==> src/rtl/mul_pkg.sv <==
// Shared definitions for the multiplier pipeline: widths, accumulator states
// and the round/saturate helper used by the post-multiply stages.
package mul_pkg;

    localparam int MUL_M  = 26;
    localparam int MUL_N  = 13;
    localparam int MUL_PW = MUL_M + MUL_N;

    // Working width of the helper; callers zero-extend narrower sums into it.
    localparam int RND_W = 64;

    typedef enum logic [1:0] {
        IDLE,
        ACC,
        ROUND,
        HOLD
    } acc_state_t;

    typedef struct packed {
        logic             sat;
        logic [RND_W-1:0] data;
    } rs_result_t;

    // Round-half-up by 2^-shift, then clamp to ow bits (or force clamp via sat_in).
    function automatic rs_result_t round_sat(
        input logic [RND_W-1:0] sum,
        input logic             sat_in,
        input int unsigned      shift,
        input int unsigned      ow
    );
        logic [RND_W:0] one;
        logic [RND_W:0] bias;
        logic [RND_W:0] r;
        logic [RND_W:0] mask;
        rs_result_t     res;
        one  = {{RND_W{1'b0}}, 1'b1};
        bias = '0;
        if (shift > 0) begin
            bias = one << (shift - 1);
        end
        r    = ({1'b0, sum} + bias) >> shift;
        mask = (one << ow) - one;
        if (sat_in || (r > mask)) begin
            res.sat  = 1'b1;
            res.data = mask[RND_W-1:0];
        end else begin
            res.sat  = 1'b0;
            res.data = r[RND_W-1:0];
        end
        return res;
    endfunction

endpackage

==> src/rtl/mul_accumulator_sat_round.sv <==
// Combinational rounding/scaling of the frame sum down to the output width,
// with saturation when the sum was already clamped or the result overflows.
module sat_round
    import mul_pkg::*;
#(
    parameter int AW    = 47,
    parameter int OW    = 32,
    parameter int SHIFT = 13
) (
    input  logic [AW-1:0] sum,
    input  logic          sat_in,
    output logic [OW-1:0] res,
    output logic          sat_out
);

    rs_result_t rs;
    logic       unused_hi;

    always_comb begin
        rs        = round_sat(RND_W'(sum), sat_in, SHIFT, OW);
        res       = rs.data[OW-1:0];
        sat_out   = rs.sat;
        unused_hi = ^rs.data[RND_W-1:OW];
    end

endmodule

==> src/rtl/mul_accumulator.sv <==
// Frame accumulator behind the iterative multiplier: sums product beats until
// in_last, then emits a rounded, scaled, saturated result over valid/ready.
module mul_accumulator
    import mul_pkg::*;
#(
    parameter int M     = MUL_M,
    parameter int N     = MUL_N,
    parameter int SHIFT = 13,
    parameter int OW    = 32
) (
    input  logic             clk,
    input  logic             rst_n,
    input  logic             in_valid,
    input  logic [M+N-1:0]   in_prod,
    input  logic             in_last,
    output logic             in_ready,
    output logic             out_valid,
    input  logic             out_ready,
    output logic [OW-1:0]    out_data,
    output logic             out_sat,
    output logic [7:0]       out_count
);

    localparam int PW = M + N;
    localparam int AW = PW + 8;

    acc_state_t    state_q, state_d;
    logic [AW-1:0] acc_q, acc_d;
    logic [7:0]    cnt_q, cnt_d;
    logic          sat_q, sat_d;
    logic          in_ready_q, in_ready_d;
    logic          out_valid_q, out_valid_d;
    logic [OW-1:0] out_data_q, out_data_d;
    logic          out_sat_q, out_sat_d;
    logic [7:0]    out_count_q, out_count_d;

    logic [AW:0]   sum_ext;
    logic [OW-1:0] rs_data;
    logic          rs_sat;

    // One extra bit exposes accumulator overflow as the carry.
    assign sum_ext = {1'b0, acc_q} + {{(AW + 1 - PW){1'b0}}, in_prod};

    sat_round #(
        .AW    (AW),
        .OW    (OW),
        .SHIFT (SHIFT)
    ) u_sat_round (
        .sum     (acc_q),
        .sat_in  (sat_q),
        .res     (rs_data),
        .sat_out (rs_sat)
    );

    always_comb begin
        state_d     = state_q;
        acc_d       = acc_q;
        cnt_d       = cnt_q;
        sat_d       = sat_q;
        out_data_d  = out_data_q;
        out_sat_d   = out_sat_q;
        out_count_d = out_count_q;
        case (state_q)
            IDLE, ACC: begin
                if (in_valid && in_ready_q) begin
                    if (sum_ext[AW]) begin
                        acc_d = '1;
                        sat_d = 1'b1;
                    end else begin
                        acc_d = sum_ext[AW-1:0];
                    end
                    cnt_d   = (cnt_q == 8'hFF) ? cnt_q : cnt_q + 8'd1;
                    state_d = in_last ? ROUND : ACC;
                end
            end
            ROUND: begin
                out_data_d  = rs_data;
                out_sat_d   = rs_sat;
                out_count_d = cnt_q;
                state_d     = HOLD;
            end
            HOLD: begin
                if (out_ready) begin
                    acc_d   = '0;
                    cnt_d   = '0;
                    sat_d   = 1'b0;
                    state_d = IDLE;
                end
            end
            default: state_d = IDLE;
        endcase
        // Handshake flags follow the next state so they stay registered.
        in_ready_d  = (state_d == IDLE) || (state_d == ACC);
        out_valid_d = (state_d == HOLD);
    end

    always_ff @(posedge clk or negedge rst_n) begin
        if (!rst_n) begin
            state_q     <= IDLE;
            acc_q       <= '0;
            cnt_q       <= '0;
            sat_q       <= 1'b0;
            in_ready_q  <= 1'b0;
            out_valid_q <= 1'b0;
            out_data_q  <= '0;
            out_sat_q   <= 1'b0;
            out_count_q <= '0;
        end else begin
            state_q     <= state_d;
            acc_q       <= acc_d;
            cnt_q       <= cnt_d;
            sat_q       <= sat_d;
            in_ready_q  <= in_ready_d;
            out_valid_q <= out_valid_d;
            out_data_q  <= out_data_d;
            out_sat_q   <= out_sat_d;
            out_count_q <= out_count_d;
        end
    end

    assign in_ready  = in_ready_q;
    assign out_valid = out_valid_q;
    assign out_data  = out_data_q;
    assign out_sat   = out_sat_q;
    assign out_count = out_count_q;

endmodule

==> config.mk <==
export PLATFORM = sky130hd
export DESIGN_NAME = mul_accumulator
export DESIGN_NICKNAME = d
export VERILOG_FILES = /design/src/rtl/mul_pkg.sv /design/src/rtl/mul_accumulator_sat_round.sv /design/src/rtl/mul_accumulator.sv
export SDC_FILE = /design/constraint.sdc
export NUM_CORES = 1
export LEC_CHECK = 0
export CAP_MARGIN = 10
export CORE_ASPECT_RATIO = 1.75
export CORE_MARGIN = 3
export CORE_UTILIZATION = 57
export DETAILED_ROUTE_END_ITERATION = 16
export GPL_TIMING_DRIVEN = 0
export PLACE_DENSITY = 0.86
export SKIP_LAST_GASP = 1
export SLEW_MARGIN = 20
export SYNTH_ARGS = -nofsm -noshare
export SYNTH_HDL_FRONTEND = slang
export SYNTH_SLANG_ARGS = --single-unit
==> constraint.sdc <==
create_clock -name clk -period 3.2 [get_ports clk]
set_input_delay 0.32 -clock clk [delete_from_list [all_inputs] [get_ports clk]]
set_output_delay 0.32 -clock clk [all_outputs]
set_load 0.01 [all_outputs]
== After elaboration in Yosys (flattened, before gate mapping) ==
Index checks and enable logic that the tools add are counted.
Storage, ports and cells
  register bits: 101
  latch bits: 0
  bits in writable memories: 0
  memory bits (read-only): 0
  logic and storage cells: 50
  memories: 0
Operators by class
  add/sub/neg operators: 3
  multiply operators: 0
  divide/modulo/power cells: 0
  order comparisons: 1
  equality and inequality tests: 10
  shifts and indexed selects: 0
  muxes and demuxes: 17
  bitwise operators: 0
  reduce and logical (&&, ||, !) cells: 10
Operator list (count)
  47-bit 2-to-1 mux: 3
  47-bit one-hot mux with 2 select lines: 1
  65-bit 2-to-1 mux: 1
  52-bit by 32-bit greater-than comparator with 1-bit output, second input constant: 1
  47-bit by 13-bit adder with 48-bit output, second input constant: 1
  47-bit by 39-bit adder with 48-bit output: 1
  8-bit 2-to-1 mux: 3
  8-bit one-hot mux with 2 select lines: 1
  8-bit by 1-bit adder with 8-bit output, second input constant: 1
  8-bit equality test, second input constant: 1
  2-bit != test, second input constant: 4
  4-bit AND reduction: 2
  2-bit equality test, second input constant: 3
  2-bit 2-to-1 mux: 3
  2-bit one-hot mux with 3 select lines: 1
  2-bit by 1-bit equality test with 1-bit output, second input constant: 2
  2-bit logical NOT: 2
  1-bit 2-to-1 mux: 3
  3-bit AND reduction: 1
  1-bit logical OR: 2
  1-bit one-hot mux with 2 select lines: 1
  2-bit nonzero test: 1
  2-bit OR reduction: 1
  1-bit logical AND: 1

== Logic depth before layout (Yosys ltp) ==
  word-level depth: 5
  gate-level depth with buffers: 13
  gate-level depth less buffers: 12

== By module ==
A second synthesis with hierarchy kept.
Second synthesis, totals
  cell total of the unflattened synthesis: 823
  area, all modules: 7278.2 sq um
Modules (own cells, without submodules)
  mul_accumulator: instances 1, cells each 689, area an instance 6332.3 sq um
  sat_round: instances 1, cells each 134, area an instance 945.9 sq um

== Worst setup path before layout ==
No wires, ideal clock.
  path type: register -> register
  start: register acc_q[0]
  end: register acc_q[46]
  setup time: 0.141 ns
  arrival time: 2.659 ns
  data required time: 3.059 ns
  slack: 0.399 ns
  stages on the path, launching flop included: 13
  buffers on the path: 0
  cell sequence: dfrtp_1 -> ha_1 -> inv_1 -> fa_1 -> nand2b_1 -> a21oi_1 -> nor2_1 -> o31ai_2 -> a211o_1 -> a21oi_2 -> o31ai_4 -> nor4b_1 -> nor3_1
On the way
  longest elaborated chain between the ends: 4
RTL lines
  start: declaration: RTL line mul_accumulator.sv:28  | logic [AW-1:0] acc_q, acc_d;
  start signal: assignment: RTL line mul_accumulator.sv:100  | acc_q <= '0;
  start signal: assignment: RTL line mul_accumulator.sv:110  | acc_q <= acc_d;
  47-bit by 39-bit adder with 48-bit output: RTL line mul_accumulator.sv:42  | assign sum_ext = {1'b0, acc_q} + {{(AW + 1 - PW){1'b0}}, in_prod};
  47-bit 2-to-1 mux: RTL line mul_accumulator.sv:66  | if (sum_ext[AW]) begin
  47-bit 2-to-1 mux: RTL line mul_accumulator.sv:65  | if (in_valid && in_ready_q) begin
  47-bit one-hot mux with 2 select lines: RTL line mul_accumulator.sv:63  | case (state_q)
Every way passes these cells. The select of a mux whose other input is x is not followed.
A chain may end at the register's enable or synchronous reset.

== Final worst setup path ==
  start: register acc_q[26]
  end: register acc_q[29]
Same word-level chain as after synthesis.

==> results.ini <==
[floorplan]
die_w_um=89.3
pin_count=87
initial_core_util_pct=59.1
die_height_um=152
row_count=52
die_area_um2=13500
core_area_um2=11700

[setup_path]
cp_max_fo=10
timing_worst_setup_path_type=register to register
end_kind=register
start_kind=register
worst-endpoint-arrival_ns=3.32
cp.required_ns=3.44

[global_routing]
grt_use_total_pct=27.8
grt_overflow=0
grt_antenna_before_repair=0
grt_max_degree=58
grt_pass1_vias=6291
grt_pass1_wl_um=29400

[final_layout]
final_util_pct=72.1
areaGrowthSynthToFinish_pct=22.1
drive_gt1_share_pct=8.76
stdcell_count=1060
diodes=0
fin_nets=1006
fin_area_um2=8450

[yosys]
yosysWarnings=0
ys_ff_latch=101
synth_edf_count=0
synth_cell_types=66
synth_top_area_share_pct=36.5
synth_top_area_cell=dfrtp_1
synth-async-reset-ratio_pct=100
synth_top_flop_cell=dfrtp_1
yosysMostFrequentCell=nand2_1
synth_commonest_cells=117 x nand2_1, 101 x dfrtp_1, 91 x a21oi_1
syn_area_um2=6920
syn_inst=814
syn-num-nets=900
synth_area_leaders=dfrtp_1 37%, ha_1 7.4%, a21oi_1 6.6%
synth_area_per_cell_um2=8.50
seq_area_frac_synth_pct=36.5

[placement]
placed_cells=1036
dp_hpwl_um=13800
dpl_cell_area_um2=7980
numPortBuffers=86
gp_congestion=0.967

[clock_tree]
cts_sinks=101
htree_levels=3
cts_tree=built
cts_inserted_buffers=9
clk_transition_reported_paths_ns=0.08
ctsRootBufferMaster=clkbuf_16
clk_latency_ns=0.36
cts_max_path_buffers=2

[hold_path]
hp-class=register to register

[routing]
first_pass_iters=5
totalWireLength_um=18200
drc=0
dr.first_iter.drc_count=324
viasPerCell=6.05
wl_per_cell_um=17.2
vias=6416
postRouteAntennaNets=0

[timing]
rsz0062_at_grt=no
slew_violations=0
setup_viol=0
slew_headroom_pct=59.1
fin_tns_setup_ns=0
hold_viol=0
fin_crit_sh_pct=96.2
fmax_ghz=0.325
period_needed_ns=3.08
worst_pin_slew_ns=0.612
fin_skew_ns=0.0149

[power]
powerDensity_nw_per_um2=875
vdd_drop_max_v=0.000405
leakage_nw=3.77

[outcome]
status=completed

[job]
maxCapViolations=0

-- critical path, cell delays in order (launching register included) --
cell and delay (ns):
dfrtp_2 0.45, ha_1 0.30, buf_6 0.14, a21o_1 0.19
o21bai_1 0.18, a311o_1 0.40, a221oi_4 0.29, a2111oi_4 0.14
o21ai_4 0.21, a21oi_4 0.09, buf_12 0.15, buf_6 0.13
o21ai_1 0.22, nand2_1 0.08
-- sequential cells by signal, summed over array words and instances (netlist names) --
signal / count
state_q: 2
out_valid: 1
sat_q: 1
out_data: 32
in_ready: 1
acc_q: 47
out_sat: 1
cnt_q: 8
out_count: 8
-- stage by stage --
stage | total power [mW] | setup WS [ns] | hold WS, ns
floorplan | 4.78 | 0.399 | 0.0244
global placement | 6.01 | -2.00 | 0.454
detailed placement | 6.12 | -0.593 | 0.317
CTS | 7.28 | 0.00140 | 0.481
global route | 7.95 | 0.00182 | 0.509
finish | 7.39 | 0.123 | 0.480
-- layer usage --
| layer | share of wire, % | vias up | track usage (%) |
|---|---|---|---|
| met1 | 38 | 3075 | 32.0 |
| met2 | 55 | 199 | 50.9 |
| met5 | 0 | - | 0 |
| met3 | 3.8 | 44 | 2.98 |
| li1 | - | 3098 | - |
| met4 | 3.2 | 0 | 11.5 |
-- final timing paths --
path / startpoint / endpoint / slack (ns) / depth (start not counted)
min in group asynchronous: rst_n / out_data[18] / 0.49 / 2
max reg2reg: acc_q[26] / acc_q[29] / 0.12 / 13
min reg2reg: acc_q[11] / acc_q[11] / 0.48 / 2
max: acc_q[26] / acc_q[29] / 0.12 / 13
max in group asynchronous: rst_n / acc_q[24] / 2.09 / 3
min: acc_q[11] / acc_q[11] / 0.48 / 2
-- placed cells by master, fill, tap and decap left out, types with 9 or more instances in the layout --
cell / count
a21o_1: 16
a21oi_1: 89
a31oi_1: 9
and3_1: 12
buf_6: 9
clkbuf_1: 23
clkbuf_16: 9
clkdlybuf4s50_1: 85
dfrtp_1: 99
ha_1: 40
inv_1: 21
nand2_1: 117
nand3_1: 24
nand4_1: 18
nor2_1: 72
o211ai_1: 9
o21ai_0: 25
o21ai_1: 34
xnor2_1: 33
xor2_1: 36
-- layout make-up --
class,count,area [µm²]
buffer,38,205
clock buffer,9,225
clock inverter,7,91.3
fill,923,3260
inverter,21,78.8
multi-input combinational,653,4170
sequential,101,2530
tap,135,169
timing repair buffer,96,976
-- logic make-up (layout without fill, tap and decap cells) --
family	after synthesis	in the layout	share of synthesized area [%]
AND/OR/NAND/NOR	296	296	19.9
AO/OA/AOI/OAI	237	237	21.5
XOR/XNOR	69	69	8.73
buffers and inverters	60	171	4.16
multiplexers	9	9	1.45
adder cells (fa/ha/maj)	42	42	7.70
flip-flops	101	101	36.5
-- timing repair --
item / CTS / global route
hold buffers: 1 / 0
hold endpoints to repair: 56 / 0
gates resized for setup: 1 / 13
pin swaps: 2 / 9
setup endpoints to repair: 5 / 40
setup buffers: 1 / 7
-- power breakdown --
group          internal [mW]  switching (mW)
clock network          0.566           0.565
logic                   1.77            2.31
registers               1.76           0.421
total                   4.09            3.30
Note: power is estimated with default switching activity, not from simulation.
